==> config.mk <==
export PLATFORM = sky130hd
export DESIGN_NAME = fir_tap_sequencer_flat
export DESIGN_NICKNAME = d
export VERILOG_FILES = /design/src/rtl/fir_tap_sequencer_if.sv /design/src/rtl/fir_tap_sequencer.sv /design/src/flat_wrapper.sv
export SDC_FILE = /design/constraint.sdc
export NUM_CORES = 1
export LEC_CHECK = 0
export ABC_CLOCK_PERIOD_IN_PS = 6700
export CORE_AREA = 2 2 200 202
export DETAILED_ROUTE_END_ITERATION = 12
export DIE_AREA = 0 0 202 204
export GPL_TIMING_DRIVEN = 0
export PLACE_DENSITY = 0.83
export REMOVE_ABC_BUFFERS = 1
export SYNTH_ARGS = -nofsm -noshare
export SYNTH_HDL_FRONTEND = slang
export SYNTH_SLANG_ARGS = --single-unit
==> constraint.sdc <==
create_clock -name clk -period 6.7 [get_ports clk]
set_clock_uncertainty 0.15 [all_clocks]
set_input_delay 1.005 -clock clk [delete_from_list [all_inputs] [get_ports clk]]
set_output_delay 1.005 -clock clk [all_outputs]
set_load 0.02 [all_outputs]
==> src/rtl/fir_tap_sequencer_if.sv <==
// Handshake and operand bundle between the FIR tap sequencer, its upstream
// sample/coefficient source (master) and the multiplier/accumulator (slave side is the sequencer).
interface fir_tap_sequencer_if #(
    parameter int NTAPS = 16,
    parameter int DW    = 16,
    parameter int AW    = $clog2(NTAPS)
);
    logic          coef_we;
    logic [AW-1:0] coef_addr;
    logic [DW-1:0] coef_data;
    logic          in_valid;
    logic [DW-1:0] in_data;
    logic          in_ready;
    logic          op_valid;
    logic [DW-1:0] op_a;
    logic [DW-1:0] op_b;
    logic          op_first;
    logic          op_last;
    logic          busy;

    modport master (
        output coef_we, coef_addr, coef_data, in_valid, in_data,
        input  in_ready, op_valid, op_a, op_b, op_first, op_last, busy
    );

    modport slave (
        input  coef_we, coef_addr, coef_data, in_valid, in_data,
        output in_ready, op_valid, op_a, op_b, op_first, op_last, busy
    );
endinterface

==> src/rtl/fir_tap_sequencer.sv <==
// Circular delay line plus coefficient bank that plays NTAPS (x[n-k], h[k]) pairs per accepted sample.
// Optional history flush input is enabled by defining FIR_TAP_FLUSH_EN.
module fir_tap_sequencer #(
    parameter int NTAPS = 16,
    parameter int DW    = 16,
    parameter int AW    = $clog2(NTAPS)
) (
    input  logic clk,
    input  logic rst,
`ifdef FIR_TAP_FLUSH_EN
    input  logic flush,
`endif
    fir_tap_sequencer_if.slave bus
);
    typedef enum logic {S_IDLE, S_RUN} state_t;

    localparam logic [AW-1:0] LAST_TAP  = AW'(NTAPS - 1);
    localparam logic [AW:0]   NTAPS_EXT = (AW + 1)'(NTAPS);

    state_t        r_state;
    logic [DW-1:0] r_xBuf [NTAPS];
    logic [DW-1:0] r_h    [NTAPS];
    logic [AW-1:0] r_wrPtr;
    logic [AW-1:0] r_base;
    logic [AW-1:0] r_k;
    logic [DW-1:0] r_opA;
    logic [DW-1:0] r_opB;
    logic          r_opValid;
    logic          r_opFirst;
    logic          r_opLast;

    logic          w_idle;
    logic          w_inReady;
    logic          w_accept;
    logic          w_coefWrite;
    logic [AW-1:0] w_wrNext;
    logic [AW:0]   w_rdWide;
    logic [AW-1:0] w_rdIdx;

    assign w_idle = (r_state == S_IDLE);

`ifdef FIR_TAP_FLUSH_EN
    assign w_inReady = w_idle && !flush;
`else
    assign w_inReady = w_idle;
`endif

    assign w_accept    = w_inReady && bus.in_valid;
    assign w_coefWrite = w_idle && bus.coef_we && ({1'b0, bus.coef_addr} < NTAPS_EXT);
    assign w_wrNext    = (r_wrPtr == LAST_TAP) ? '0 : r_wrPtr + 1'b1;

    // (base - k) mod NTAPS without relying on NTAPS being a power of two
    always_comb begin
        w_rdWide = '0;
        if (r_base >= r_k) begin
            w_rdWide = {1'b0, r_base} - {1'b0, r_k};
        end else begin
            w_rdWide = {1'b0, r_base} + NTAPS_EXT - {1'b0, r_k};
        end
    end
    assign w_rdIdx = w_rdWide[AW-1:0];

    always_ff @(posedge clk or negedge rst) begin
        if (!rst) begin
            r_state   <= S_IDLE;
            r_wrPtr   <= '0;
            r_base    <= '0;
            r_k       <= '0;
            r_opA     <= '0;
            r_opB     <= '0;
            r_opValid <= 1'b0;
            r_opFirst <= 1'b0;
            r_opLast  <= 1'b0;
            for (int i = 0; i < NTAPS; i++) begin
                r_xBuf[i] <= '0;
                r_h[i]    <= '0;
            end
        end else begin
            if (w_coefWrite) begin
                r_h[bus.coef_addr] <= bus.coef_data;
            end
            case (r_state)
                S_IDLE: begin
                    r_opValid <= 1'b0;
                    r_opFirst <= 1'b0;
                    r_opLast  <= 1'b0;
`ifdef FIR_TAP_FLUSH_EN
                    if (flush) begin
                        for (int i = 0; i < NTAPS; i++) begin
                            r_xBuf[i] <= '0;
                        end
                        r_wrPtr <= '0;
                    end else
`endif
                    if (w_accept) begin
                        r_xBuf[r_wrPtr] <= bus.in_data;
                        r_base          <= r_wrPtr;
                        r_wrPtr         <= w_wrNext;
                        r_k             <= '0;
                        r_state         <= S_RUN;
                    end
                end
                S_RUN: begin
                    r_opA     <= r_xBuf[w_rdIdx];
                    r_opB     <= r_h[r_k];
                    r_opValid <= 1'b1;
                    r_opFirst <= (r_k == '0);
                    r_opLast  <= (r_k == LAST_TAP);
                    if (r_k == LAST_TAP) begin
                        r_k     <= '0;
                        r_state <= S_IDLE;
                    end else begin
                        r_k <= r_k + 1'b1;
                    end
                end
                default: r_state <= S_IDLE;
            endcase
        end
    end

    assign bus.in_ready = w_inReady;
    assign bus.busy     = (r_state == S_RUN);
    assign bus.op_valid = r_opValid;
    assign bus.op_a     = r_opA;
    assign bus.op_b     = r_opB;
    assign bus.op_first = r_opFirst;
    assign bus.op_last  = r_opLast;
endmodule

==> src/flat_wrapper.sv <==
// flat-port wrapper written by rule: the top's interface ports become plain ports
module fir_tap_sequencer_flat 
#(
    parameter int NTAPS = 16,
    parameter int DW    = 16,
    parameter int AW    = $clog2(NTAPS)
)
  (clk, rst, bus_coef_we, bus_coef_addr, bus_coef_data, bus_in_valid, bus_in_data, bus_in_ready, bus_op_valid, bus_op_a, bus_op_b, bus_op_first, bus_op_last, bus_busy);
  fir_tap_sequencer_if #(.NTAPS(NTAPS), .DW(DW), .AW(AW)) bus_i ();
  input  logic clk;
  input  logic rst;
  input wire logic [$bits(bus_i.coef_we)-1:0] bus_coef_we;
  input wire logic [$bits(bus_i.coef_addr)-1:0] bus_coef_addr;
  input wire logic [$bits(bus_i.coef_data)-1:0] bus_coef_data;
  input wire logic [$bits(bus_i.in_valid)-1:0] bus_in_valid;
  input wire logic [$bits(bus_i.in_data)-1:0] bus_in_data;
  output wire logic [$bits(bus_i.in_ready)-1:0] bus_in_ready;
  output wire logic [$bits(bus_i.op_valid)-1:0] bus_op_valid;
  output wire logic [$bits(bus_i.op_a)-1:0] bus_op_a;
  output wire logic [$bits(bus_i.op_b)-1:0] bus_op_b;
  output wire logic [$bits(bus_i.op_first)-1:0] bus_op_first;
  output wire logic [$bits(bus_i.op_last)-1:0] bus_op_last;
  output wire logic [$bits(bus_i.busy)-1:0] bus_busy;
  assign bus_i.coef_we = bus_coef_we;
  assign bus_i.coef_addr = bus_coef_addr;
  assign bus_i.coef_data = bus_coef_data;
  assign bus_i.in_valid = bus_in_valid;
  assign bus_i.in_data = bus_in_data;
  assign bus_in_ready = bus_i.in_ready;
  assign bus_op_valid = bus_i.op_valid;
  assign bus_op_a = bus_i.op_a;
  assign bus_op_b = bus_i.op_b;
  assign bus_op_first = bus_i.op_first;
  assign bus_op_last = bus_i.op_last;
  assign bus_busy = bus_i.busy;
  fir_tap_sequencer #(.NTAPS(NTAPS), .DW(DW), .AW(AW)) u_core (.clk(clk), .rst(rst), .bus(bus_i));
endmodule
==> summary.md <==
| Metric | Value |
|---|---|
| DP HPWL | `31,080 µm` |
| Worst Max-Slew Pin Slew | `1267 ps` |
| Fin crit period | `3719 ps` |
| Clock network fraction of total power | `27.4%` |
| Yosys warnings | `0` |
| Die area | `41,210 µm²` |
| Hold Crit Start | `u_core.r_base[2]$_DFFE_PN0P_` |
| Final worst-path cycle share | `55.51%` |
| Crit Path Category | `reg -> out` |
| Fin. max-slew vios | `0` |
| # DRC | `0` |
| Reg2reg start | `u_core.r_k[2]$_DFFE_PN0P_` |
| Worst R2R Setup Slack | `3120 ps` |
| Post-cts gate resize count | `0` |
| Hold path endpoint | `u_core.r_base[2]$_DFFE_PN0P_` |
| Comb pwr share | `33.3%` |
| P per Cell Area | `400.8 nW/µm²` |
| Routability Congestion | `0.7642` |
| GR Overflow Total | `0` |
| CTS tree | `built` |
| Area grow syn2layout | `12.93%` |
| CP peak stage delay | `670 ps` |
| Synth Flop Type | `dfrtp_1` |
| Critical Path AT | `2560 ps` |
| Post-synth top area cell | `dfrtp_1` |
| Post-Syn Area | `25,070 µm²` |
| Vias in the first global route | `15,008` |
| Hold WC Path Type | `reg -> reg` |
| CP required | `5540 ps` |
| Largest delay contributor family on the critical path | `buffers and inverters` |
| Post-route ant nets | `0` |
| Power Total | `11.35 mW` |
| Routed wire per std cell | `24.99 µm` |
| Status | `finished clean` |
| Post-CTS setup buffer count | `0` |
| Slowest stage cell, crit path | `clkdlybuf4s50_1` |
| Synth cell types | `38` |
| Routed vias | `13,940` |
| Crit. End Element | `primary output` |
| Internal | `7.744 mW` |
| Share of layout cells above drive strength 1 | `48.48%` |
| Path depth of the worst reg2reg path | `6` |
| Post-synthesis register bit count | `560` |
| Top-area cell type share of the netlist area | `55.90%` |
| P_leak | `13.64 nW` |
| 1st-pass router iterations | `5` |
| Hold-fix buffers, CTS | `0` |
| Max cap viols | `0` |
| Clk_lat worst skew | `600 ps` |
| Sw Ratio | `31.76%` |
| Type of origin of the critical path | `register` |
| Largest net degree at the start of global routing | `128` |
| Unrepaired setup endpoints after global routing | `no` |
| H-tree depth reported by CTS | `2` |
| Setup_tns | `0 ps` |
| I/O Buffers | `76` |
| Final non-filler cell total | `2,171` |
| F_max | `268.9 MHz` |
| Dpl cells | `2,068` |
| Asr flop ratio synth | `100.0%` |
| Io pins | `77` |
| Psw | `3.605 mW` |
| Core Area | `39,180 µm²` |
| Vias per cell | `6.421` |
| Nets | `1,650` |
| CP Cell Sequence | `inv_2 -> buf_12 -> clkdlybuf4s50_1` |
| Initial Util | `63.98%` |
| Final Hold Fails | `0` |
| EDFF count, synth | `0` |
| Avg Cell Area, Syn | `16.00 µm²` |
| Ranking of synthesized cells by area | `dfrtp_1 (56%), mux2_2 (24%), mux4_2 (11%)` |
| Root Driver | `clkbuf_16` |
| Post-Route WL | `54,250 µm` |
| Cells after Synth | `1,567` |
| Row count | `73` |
| Endpoints failing setup | `0` |
| R2r endpoint | `u_core.bus.op_a[1]$_DFFE_PN0P_` |
| Crit path buf inv count | `3` |
| Seq/Total Area, Yosys | `55.90%` |
| Slew headroom | `15.28%` |
| Maximum vdd drop | `0.4192 mV` |
| Sequential fraction of design power | `39.3%` |
| Iter 0 DRT Violations | `818` |
| Clk slew on worst S/H paths | `60 ps` |
| Die Height | `204 µm` |
| Initial antenna violation count | `2` |
| Max Buffers Root-to-Sink | `3` |
| CTS Buf Count | `55` |
| Worst Path Max Fanout | `35` |
| First-pass GRT wire length | `86,040 µm` |
| All-layer global routing usage | `27.36%` |
| Hold path depth | `2` |
| Die X | `202 µm` |
| Clock sinks | `560` |
[registers in the layout, indices dropped and copies added, names as in the netlist]
signal / count
u_core.r_base: 4
u_core.bus.op_first: 1
u_core.bus.op_valid: 1
u_core.r_h: 256
u_core.r_wrPtr: 4
u_core.r_xBuf: 256
u_core.r_k: 4
u_core.bus.op_last: 1
u_core.bus.op_a: 16
u_core.bus.busy: 1
u_core.bus.op_b: 16
[metrics by stage]
step / hold slack [ps] / setup slack [ps] / area [µm²] / utilization, %
after floorplan: 301.1 / 232.3 / 24490 / -
after global placement: 316.8 / -18780 / 25910 / 66.13
after detailed placement: 324.8 / 2901 / 26470 / 67.56
after CTS: 339.1 / 2970 / 28310 / 72.24
after global routing: 361.3 / 2894 / 28310 / 72.25
final: 332.7 / 2981 / 28310 / 72.25
[power by group through the flow]
| stage | Clock [mW] | Sequential (mW) | Combinational [mW] |
|---|---|---|---|
| 2_1_floorplan | 0 | 4.56 | 2.40 |
| 3_3_place_gp | 0 | 4.65 | 3.25 |
| 3_5_place_dp | 0 | 4.50 | 3.79 |
| 4_1_cts | 3.15 | 4.46 | 3.81 |
| 5_1_grt | 3.30 | 4.54 | 4.01 |
| 6_report | 3.11 | 4.46 | 3.77 |
[synth_stat cells, drive strengths merged, types with 2 or more instances]
library cell and n:
mux4 128, a221o 16, nor2 13, and3 2
ha 9, a22o 2, inv 9, nor2b 8
nor3b 2, o21ai 8, nor3 21, o221ai 16
mux2i 48, nand3 3, buf 63, xor2 2
dfrtp 560, a21oi 5, xnor2 2, clkbuf 57
nand2 58, mux2 528
[worst max path at each step]
stage	from	endpoint	depth (start not counted)
finish	u_core.bus.busy$_DFF_PN0_	bus_in_ready	3
floorplan	u_core.r_k[0]$_DFFE_PN0P_	u_core.bus.op_a[0]$_DFFE_PN0P_	4
CTS	u_core.bus.busy$_DFF_PN0_	bus_in_ready	3
global placement	rst	u_core.bus.op_a[3]$_DFFE_PN0P_	1
detailed placement	bus_coef_we	u_core.r_h[197]$_DFFE_PN0P_	4
global route	u_core.bus.busy$_DFF_PN0_	bus_in_ready	3
[layout by cell type, fill, tap and decap left out, drive strengths merged, types with 11 or more instances in the layout]
cell type and instances:
a221o 16, buf 21, clkbuf 87, clkdlybuf4s50 75
clkinv 11, dfrtp 560, mux2 528, mux2i 48
mux4 128, nand2 58, nor2 13, nor3 21
o221ai 16
[per-layer routing]
layer  GRT usage [%]  up-vias  share of wire [%]
li1                -     5918                  -
met1           38.28     7559                 43
met2           44.27      359                 49
met3           5.150      102                5.3
met4           8.692        2                2.3
met5               0        -              0.024
[layout make-up]
type,instances,area [µm²]
Sequential cell,560,14020
Clock buffer,87,1689
Timing Repair Buffer,96,1244
Clock inverter,14,145.1
Inverter,9,33.78
Tap cell,525,656.9
Antenna cell,2,5.005
Fill cell,2386,10870
Multi-Input combinational cell,878,10520
[cell families after synthesis]
family | count (synthesis) | synth area share, %
AND/OR/NAND/NOR | 110 | 2.251
AO/OA/AOI/OAI | 50 | 1.622
XOR/XNOR | 4 | 0.1398
flip-flops | 560 | 55.90
adder cells (fa/ha/maj) | 10 | 0.5290
multiplexers | 704 | 37.13
buffers and inverters | 129 | 2.431
[worst reg2reg max path: stages (launching register included)]
cell and delay (ps):
dfrtp_1 1110, inv_1 240, ha_1 490, xor2_4 720, buf_12 280, mux2i_1 300, o221ai_1 150
Note: power is estimated with default switching activity, not from simulation.
